===== src/rtl/hit_judge_if.sv =====
// Bundles the game-control inputs and the score outputs of the hit judge.
// The slave modport is the judge, and the master modport is whatever drives it.
interface hit_judge_if;
  logic       start;
  logic       light_on;
  logic [3:0] light_pos;
  logic       key_valid;
  logic [3:0] key;
  logic       lives_mode;
  logic [5:0] score;
  logic [5:0] misses;
  logic [1:0] lives_left;
  logic       hit;
  logic       miss;
  logic       dead;

  modport master (
    output start, light_on, light_pos, key_valid, key, lives_mode,
    input  score, misses, lives_left, hit, miss, dead
  );

  modport slave (
    input  start, light_on, light_pos, key_valid, key, lives_mode,
    output score, misses, lives_left, hit, miss, dead
  );
endinterface


===== src/rtl/hit_judge.sv =====
// Registered judge: gives one hit or miss per lit target and keeps the saturating
// score and miss counters, the remaining lives and the game-over flag.
module hit_judge #(
  parameter int LIVES    = 3,
  parameter int NUM_KEYS = 9,
  parameter int CNT_MAX  = 63
) (
  input  logic        clk,
  input  logic        reset,
  hit_judge_if.slave  bus
);
  localparam logic [1:0] IDLE   = 2'd0;
  localparam logic [1:0] ARMED  = 2'd1;
  localparam logic [1:0] JUDGED = 2'd2;
  localparam logic [1:0] OVER   = 2'd3;

  localparam logic [3:0] KEY_LIMIT  = 4'(NUM_KEYS);
  localparam logic [5:0] CNT_SAT    = 6'(CNT_MAX);
  localparam logic [1:0] LIVES_INIT = 2'(LIVES);

  logic [1:0] state_reg, state_next;
  logic [3:0] tgt_reg, tgt_next;
  logic       key_prev_reg, light_prev_reg;
  logic [5:0] score_reg, score_next;
  logic [5:0] misses_reg, misses_next;
  logic [1:0] lives_reg, lives_next;
  logic       hit_reg, miss_reg;
  logic       dead_reg, dead_next;

  logic press, light_rise, light_fall;
  logic judge_hit, judge_miss;

  always_comb begin
    press      = bus.key_valid & ~key_prev_reg & (bus.key < KEY_LIMIT);
    light_rise = bus.light_on & ~light_prev_reg;
    light_fall = ~bus.light_on & light_prev_reg;

    state_next = state_reg;
    tgt_next   = tgt_reg;
    judge_hit  = 1'b0;
    judge_miss = 1'b0;

    case (state_reg)
      IDLE: begin
        if (bus.start && light_rise) begin
          tgt_next   = bus.light_pos;
          state_next = ARMED;
        end
      end
      ARMED: begin
        if (!bus.start) begin
          state_next = IDLE;
        end else if (press) begin
          judge_hit  = (bus.key == tgt_reg);
          judge_miss = (bus.key != tgt_reg);
          // A press that coincides with the light going out still counts,
          // but the light is gone, so there is nothing left to wait for.
          state_next = light_fall ? IDLE : JUDGED;
        end else if (light_fall) begin
          judge_miss = 1'b1;
          state_next = IDLE;
        end
      end
      JUDGED: begin
        if (!bus.start || light_fall) begin
          state_next = IDLE;
        end
      end
      default: ;
    endcase

    score_next  = score_reg;
    misses_next = misses_reg;
    lives_next  = lives_reg;
    dead_next   = dead_reg;

    if (judge_hit && score_reg != CNT_SAT) begin
      score_next = score_reg + 6'd1;
    end
    if (judge_miss) begin
      if (misses_reg != CNT_SAT) begin
        misses_next = misses_reg + 6'd1;
      end
      if (bus.lives_mode && lives_reg != 2'd0) begin
        lives_next = lives_reg - 2'd1;
        if (lives_reg == 2'd1) begin
          dead_next  = 1'b1;
          state_next = OVER;
        end
      end
    end
  end

  always_ff @(posedge clk) begin
    if (reset) begin
      state_reg      <= IDLE;
      tgt_reg        <= 4'd0;
      // Treat the key as already held so a key held through reset is not a press.
      key_prev_reg   <= 1'b1;
      light_prev_reg <= 1'b0;
      score_reg      <= 6'd0;
      misses_reg     <= 6'd0;
      lives_reg      <= LIVES_INIT;
      hit_reg        <= 1'b0;
      miss_reg       <= 1'b0;
      dead_reg       <= 1'b0;
    end else begin
      state_reg      <= state_next;
      tgt_reg        <= tgt_next;
      key_prev_reg   <= bus.key_valid;
      light_prev_reg <= bus.light_on;
      score_reg      <= score_next;
      misses_reg     <= misses_next;
      lives_reg      <= lives_next;
      hit_reg        <= judge_hit;
      miss_reg       <= judge_miss;
      dead_reg       <= dead_next;
    end
  end

  assign bus.score      = score_reg;
  assign bus.misses     = misses_reg;
  assign bus.lives_left = lives_reg;
  assign bus.hit        = hit_reg;
  assign bus.miss       = miss_reg;
  assign bus.dead       = dead_reg;
endmodule


===== src/flat_wrapper.sv =====
// flat-port wrapper written by rule: the top's interface ports become plain ports
module hit_judge_flat 
#(
  parameter int LIVES    = 3,
  parameter int NUM_KEYS = 9,
  parameter int CNT_MAX  = 63
)
  (clk, reset, bus_start, bus_light_on, bus_light_pos, bus_key_valid, bus_key, bus_lives_mode, bus_score, bus_misses, bus_lives_left, bus_hit, bus_miss, bus_dead);
  hit_judge_if bus_i ();
  input  logic clk;
  input  logic reset;
  input wire logic [$bits(bus_i.start)-1:0] bus_start;
  input wire logic [$bits(bus_i.light_on)-1:0] bus_light_on;
  input wire logic [$bits(bus_i.light_pos)-1:0] bus_light_pos;
  input wire logic [$bits(bus_i.key_valid)-1:0] bus_key_valid;
  input wire logic [$bits(bus_i.key)-1:0] bus_key;
  input wire logic [$bits(bus_i.lives_mode)-1:0] bus_lives_mode;
  output wire logic [$bits(bus_i.score)-1:0] bus_score;
  output wire logic [$bits(bus_i.misses)-1:0] bus_misses;
  output wire logic [$bits(bus_i.lives_left)-1:0] bus_lives_left;
  output wire logic [$bits(bus_i.hit)-1:0] bus_hit;
  output wire logic [$bits(bus_i.miss)-1:0] bus_miss;
  output wire logic [$bits(bus_i.dead)-1:0] bus_dead;
  assign bus_i.start = bus_start;
  assign bus_i.light_on = bus_light_on;
  assign bus_i.light_pos = bus_light_pos;
  assign bus_i.key_valid = bus_key_valid;
  assign bus_i.key = bus_key;
  assign bus_i.lives_mode = bus_lives_mode;
  assign bus_score = bus_i.score;
  assign bus_misses = bus_i.misses;
  assign bus_lives_left = bus_i.lives_left;
  assign bus_hit = bus_i.hit;
  assign bus_miss = bus_i.miss;
  assign bus_dead = bus_i.dead;
  hit_judge #(.LIVES(LIVES), .NUM_KEYS(NUM_KEYS), .CNT_MAX(CNT_MAX)) u_core (.clk(clk), .reset(reset), .bus(bus_i));
endmodule

===== config.mk =====
export PLATFORM = sky130hd
export DESIGN_NAME = hit_judge_flat
export DESIGN_NICKNAME = d
export VERILOG_FILES = /design/src/rtl/hit_judge_if.sv /design/src/rtl/hit_judge.sv /design/src/flat_wrapper.sv
export SDC_FILE = /design/constraint.sdc
export NUM_CORES = 1
export LEC_CHECK = 0
export CORE_ASPECT_RATIO = 0.7
export CORE_MARGIN = 5
export CORE_UTILIZATION = 50
export CTS_BUF_LIST = sky130_fd_sc_hd__clkbuf_4 sky130_fd_sc_hd__clkbuf_8
export CTS_CLUSTER_SIZE = 14
export DETAILED_ROUTE_END_ITERATION = 7
export DONT_BUFFER_PORTS = 1
export HOLD_SLACK_MARGIN = 0.05
export PLACE_DENSITY = 0.74
export SLEW_MARGIN = 20
export SYNTH_ARGS = -nofsm -noshare
export SYNTH_HDL_FRONTEND = slang
export SYNTH_SLANG_ARGS = --single-unit

===== constraint.sdc =====
create_clock -name clk -period 1.84 [get_ports clk]
set_input_delay 0.184 -clock clk [delete_from_list [all_inputs] [get_ports clk]]
set_output_delay 0.184 -clock clk [all_outputs]
set_load 0.03 [all_outputs]

[Word level (Yosys, flattened, before mapping)]
Index checks and enable logic that the tools add are counted.
W data, S select, Z words.
Cells by class
  bitwise operators: 7
  order comparisons: 1
  reductions and logical operators: 11
  mux-type cells: 17
  eq/ne operators: 7
  add/subtract/negate cells: 3
Operators with widths (number)
  $mux W2: 9
  $add A6 B1 Y6 const B: 2
  $ne A6 B6 Y1 const B: 2
  $mux W1: 7
  $pmux W2 S3: 1
  $reduce_and A2 Y1: 3
  $and A1 B1 Y1: 4
  $eq A2 B1 Y1 const B: 2
  $eq A4 B4 Y1: 1
  $lt A4 B4 Y1 const B: 1
  $ne A4 B4 Y1: 1
  $logic_and A1 B1 Y1: 3
  $not A1 Y1: 3
  $reduce_and A3 Y1: 1
  $eq A2 B2 Y1 const B: 1
  $logic_not A2 Y1: 1
  $reduce_bool A2 Y1: 1
  $sub A2 B1 Y2 const B: 1
  $logic_not A1 Y1: 1
  $logic_or A1 B1 Y1: 1
Word-level totals
  word-level logic and storage cells: 56
  bits in registers: 25
  bits of input ports: 14
  output and inout bits: 17

[Longest topological paths before layout]
  depth after elaboration: 9
  depth in mapped cells: 6
  gate-level depth less buffers: 5

[Least setup slack after synthesis]
Ideal clock, no wire load.
  path kind: reg2reg
  start: register u_core.score_reg[0] (netlist: u_core.bus.score[0])
  end: register u_core.score_reg[3] (netlist: u_core.bus.score[3])
  arrival time: 1.854 ns
  stages on the path, launching flop included: 7
  period minus slack after synthesis: 1.925 ns
  required time: 1.769 ns
  buffers on the path: 1
  path slack: -0.085 ns
  setup time: 0.071 ns
  cells stage by stage: dfxtp_1 > ha_1 > and3_1 > or4_1 > buf_2 > or3_1 > a21oi_1
Between the ends
  cells in the longest elaborated chain, start to end: 2
  elaborated cells between the ends (all ways): 3
  those cells by class: add/sub: 1; eq/ne: 1; reduce/logical: 1
Ends and longest elaborated chain
  start: declaration: RTL line hit_judge.sv:24  | logic [5:0] score_reg, score_next;
  start signal: assignment: RTL line hit_judge.sv:112  | score_reg <= score_next;
  branches (longest 2 deep; another with $add A6 B1 Y6)
Several ways; the timed one is not identified.
A chain may end at the register's enable or synchronous reset.

[Worst setup path in the final report]
  start: register u_core.state_reg[0]
  end: register u_core.tgt_reg[1]
Between the ends
  cells in the longest elaborated chain, start to end: 2
Ends and longest elaborated chain
  start: declaration: RTL line hit_judge.sv:21  | logic [1:0] state_reg, state_next;
  start signal: assignment: RTL line hit_judge.sv:108  | state_reg <= state_next;
  $logic_not A2 Y1: RTL line hit_judge.sv:43  | case (state_reg)
  $reduce_and A2 Y1 (no line)
  end signal: assignment: RTL line hit_judge.sv:109  | tgt_reg <= tgt_next;
  end: declaration: RTL line hit_judge.sv:22  | logic [3:0] tgt_reg, tgt_next;
No other way between the ends.

==> impl_metrics.ini <==
[floorplan]
die_y_um = 51.1
die_width_um = 68.6
core_area_um2 = 2220
floorplan.initialDensity_pct = 54.1
io_pins = 31
rows = 14
die-area_um2 = 3500

[worst_hold_path]
hold_start = reset
min_path_type = in2reg

[place]
hpwl_um = 1950
port_buffers = 0
dpl_cell_area_um2 = 1360
gp_congestion = 0.786

[yosys]
syn_area_per_cell_um2 = 8.85
synth.net_count = 154
synth_area_um2 = 1200
syn_inst = 136
synth_cell_type_count = 36
ys_ff_latch = 25
ys_seq_area_share_pct = 41.6
yosys_warnings = 0

[critical_path]
criticalPathCategory = reg2reg
timing.rr.start = u_core.state_reg[0]
critPathRequiredTime_ns = 2.08
endpoint_kind = register
crit_arrival_ns = 2.00
critPathLaunchType = register
crit_path_start = u_core.state_reg[0]
crit_fanout = 4

[sta]
finalCriticalPeriod_ns = 1.76
fmax_ghz = 0.567
holdWs_ns = -0.105
setup_viol = 0
period_share_pct = 95.9
rsz0062_at_grt = true
hold_violations = 15
skew_ns = 0.00848
tns_ns = 0
tightest_slew_ns = 0.448
maxSlewViolCount = 0
slew_headroom_pct = 69.9

[global_routing]
track_usage_pct = 17.1
met1_usage_pct = 18.4
grtUsageMet3_pct = 8.11
grt_max_degree = 32
grt_pass1_vias = 1062
use_met2_pct = 30.6
antenna_found_initial = 0
grt.busiest_layer = met2
grt-ovfl-total = 0
grt_pass1_wl_um = 4590

[cts]
clockBufferDepth = 2
cts_hold_buf = 10
cts_tree = done
cts.sinks = 25
htreeDepth = 1
path_clk_slew_ns = 0.14
clk_latency_ns = 0.33
root_buffer = clkbuf_4
numCtsBuffers = 3

[drt]
wl_um = 2870
drtIter0Drc = 56
wl_per_cell_um = 14.5
viasPerCell = 5.36
drc = 0
routed-via-count = 1061
drt-pass1-iter-count = 4
antenna_left = 0

[cells_and_area]
drive_gt1_share_pct = 31.9
fin_area_um2 = 1590
n_antenna_cell = 0
seq_area_um2 = 512
syn_to_final_growth_pct = 31.8
final_nets = 185
fillCellCount = 166
multi_input_area_um2 = 719
final_util_pct = 71.3

[pwr]
power.total_w = 0.000876
powerDensity_nw_per_um2 = 552
ir_worst_vdd_mv = 0.492
leakage_nw = 0.641

[outcome]
violations = hold timing
status = complete, but fails checks

[flow_run]
maxCapViolations = 0
synth_stat cells:
cell | n | area [um2]
a211oi_1 | 2 | 15.0
a21oi_1 | 6 | 30.0
a31oi_1 | 3 | 18.8
and2_1 | 1 | 6.26
and3_1 | 5 | 31.3
and4b_1 | 1 | 10.0
buf_1 | 1 | 3.75
buf_2 | 1 | 5.00
clkbuf_1 | 3 | 11.3
dfxtp_1 | 25 | 500
ha_1 | 4 | 50.1
inv_1 | 8 | 30.0
mux2_2 | 3 | 33.8
mux2i_1 | 7 | 70.1
nand2_1 | 5 | 18.8
nand2b_1 | 5 | 31.3
nand2b_2 | 1 | 8.76
nand3_1 | 3 | 15.0
nand3b_1 | 2 | 15.0
nand4_1 | 1 | 6.26
nor2_1 | 15 | 56.3
nor2b_1 | 5 | 31.3
nor3_1 | 3 | 15.0
nor3b_1 | 2 | 15.0
nor4_1 | 3 | 18.8
nor4b_1 | 1 | 8.76
o211ai_1 | 1 | 7.51
o21ai_0 | 5 | 25.0
o21ba_2 | 1 | 10.0
o221ai_1 | 1 | 8.76
o31ai_2 | 1 | 12.5
or2_2 | 1 | 6.26
or3_1 | 3 | 18.8
or4_1 | 2 | 15.0
xnor2_1 | 4 | 35.0
xor2_1 | 1 | 8.76
critical path, cell delays in order (launching register included):
cell	delay [ns]
dfxtp_1	0.34
buf_4	0.14
nor2_1	0.11
and4b_2	0.30
mux2i_1	0.20
nor2_1	0.05
dlygate4sd3_1	0.55
layer usage:
metal | wire length [um] | share of wire, %
met2 | 1450 | 50
met3 | 204 | 7.1
met5 | 0 | 0
met4 | 21 | 0.73
met1 | 1190 | 42
path summary, 6_finish.rpt:
kind | end | slack, ns | depth (start not counted)
max | u_core.tgt_reg[1] | 0.08 | 6
max reg2reg | u_core.tgt_reg[1] | 0.08 | 6
min reg2reg | u_core.tgt_reg[3] | 0.54 | 2
min | u_core.tgt_reg[2] | -0.10 | 1
cells by family after synthesis:
group           share of synthesized area [%]
compound gates                           10.6
xor+xnor                                 3.64
fa+ha+maj                                4.16
buf+inv                                  4.16
flops                                    41.6
mux                                      8.63
simple gates                             27.2
area by class of cell:
cell class	count	share of cell area, %
clock inverter	1	0.315
timing repair buffer	31	16.2
clock buffer	3	1.42
inverter	8	1.89
multi-input combinational	98	45.3
sequential	25	32.3
tap	32	2.52
cells in the final DEF (no fill, tap or decap), drive strengths merged, types with 2 or more instances in the layout:
cell type	netlist	routed
a211oi	2	2
a21oi	6	6
a31oi	3	3
and3	5	5
buf	2	21
clkbuf	3	3
dfxtp	25	25
dlygate4sd3	0	10
ha	4	4
inv	8	8
mux2	3	3
mux2i	7	7
nand2	5	5
nand2b	6	6
nand3	3	3
nand3b	2	2
nor2	15	15
nor2b	5	5
nor3	3	3
nor3b	2	2
nor4	3	3
o21ai	5	5
or3	3	3
or4	2	2
xnor2	4	4
power by group:
group | internal, W | switching [W]
Clock | 0.0000818 | 0.000170
Sequential | 0.000550 | 0.00000590
Combinational | 0.0000428 | 0.0000252
Total | 0.000675 | 0.000201
through the flow:
step	setup WS (ns)	cells	hold slack (ns)
floorplan	0.0212	136	0.291
global placement	0.0356	180	0.251
detailed placement	-0.0214	180	0.255
CTS	0.00166	194	-0.104
global route	-0.0489	198	-0.143
finish	0.0758	198	-0.105
timing repair:
action	CTS	global route
pin swaps	4	9
gates resized for setup	1	15
setup buffers	0	4
endpoints found under the hold margin	22	15
setup endpoints to repair	3	12
No activity file was read; power rests on OpenSTA's default activity.
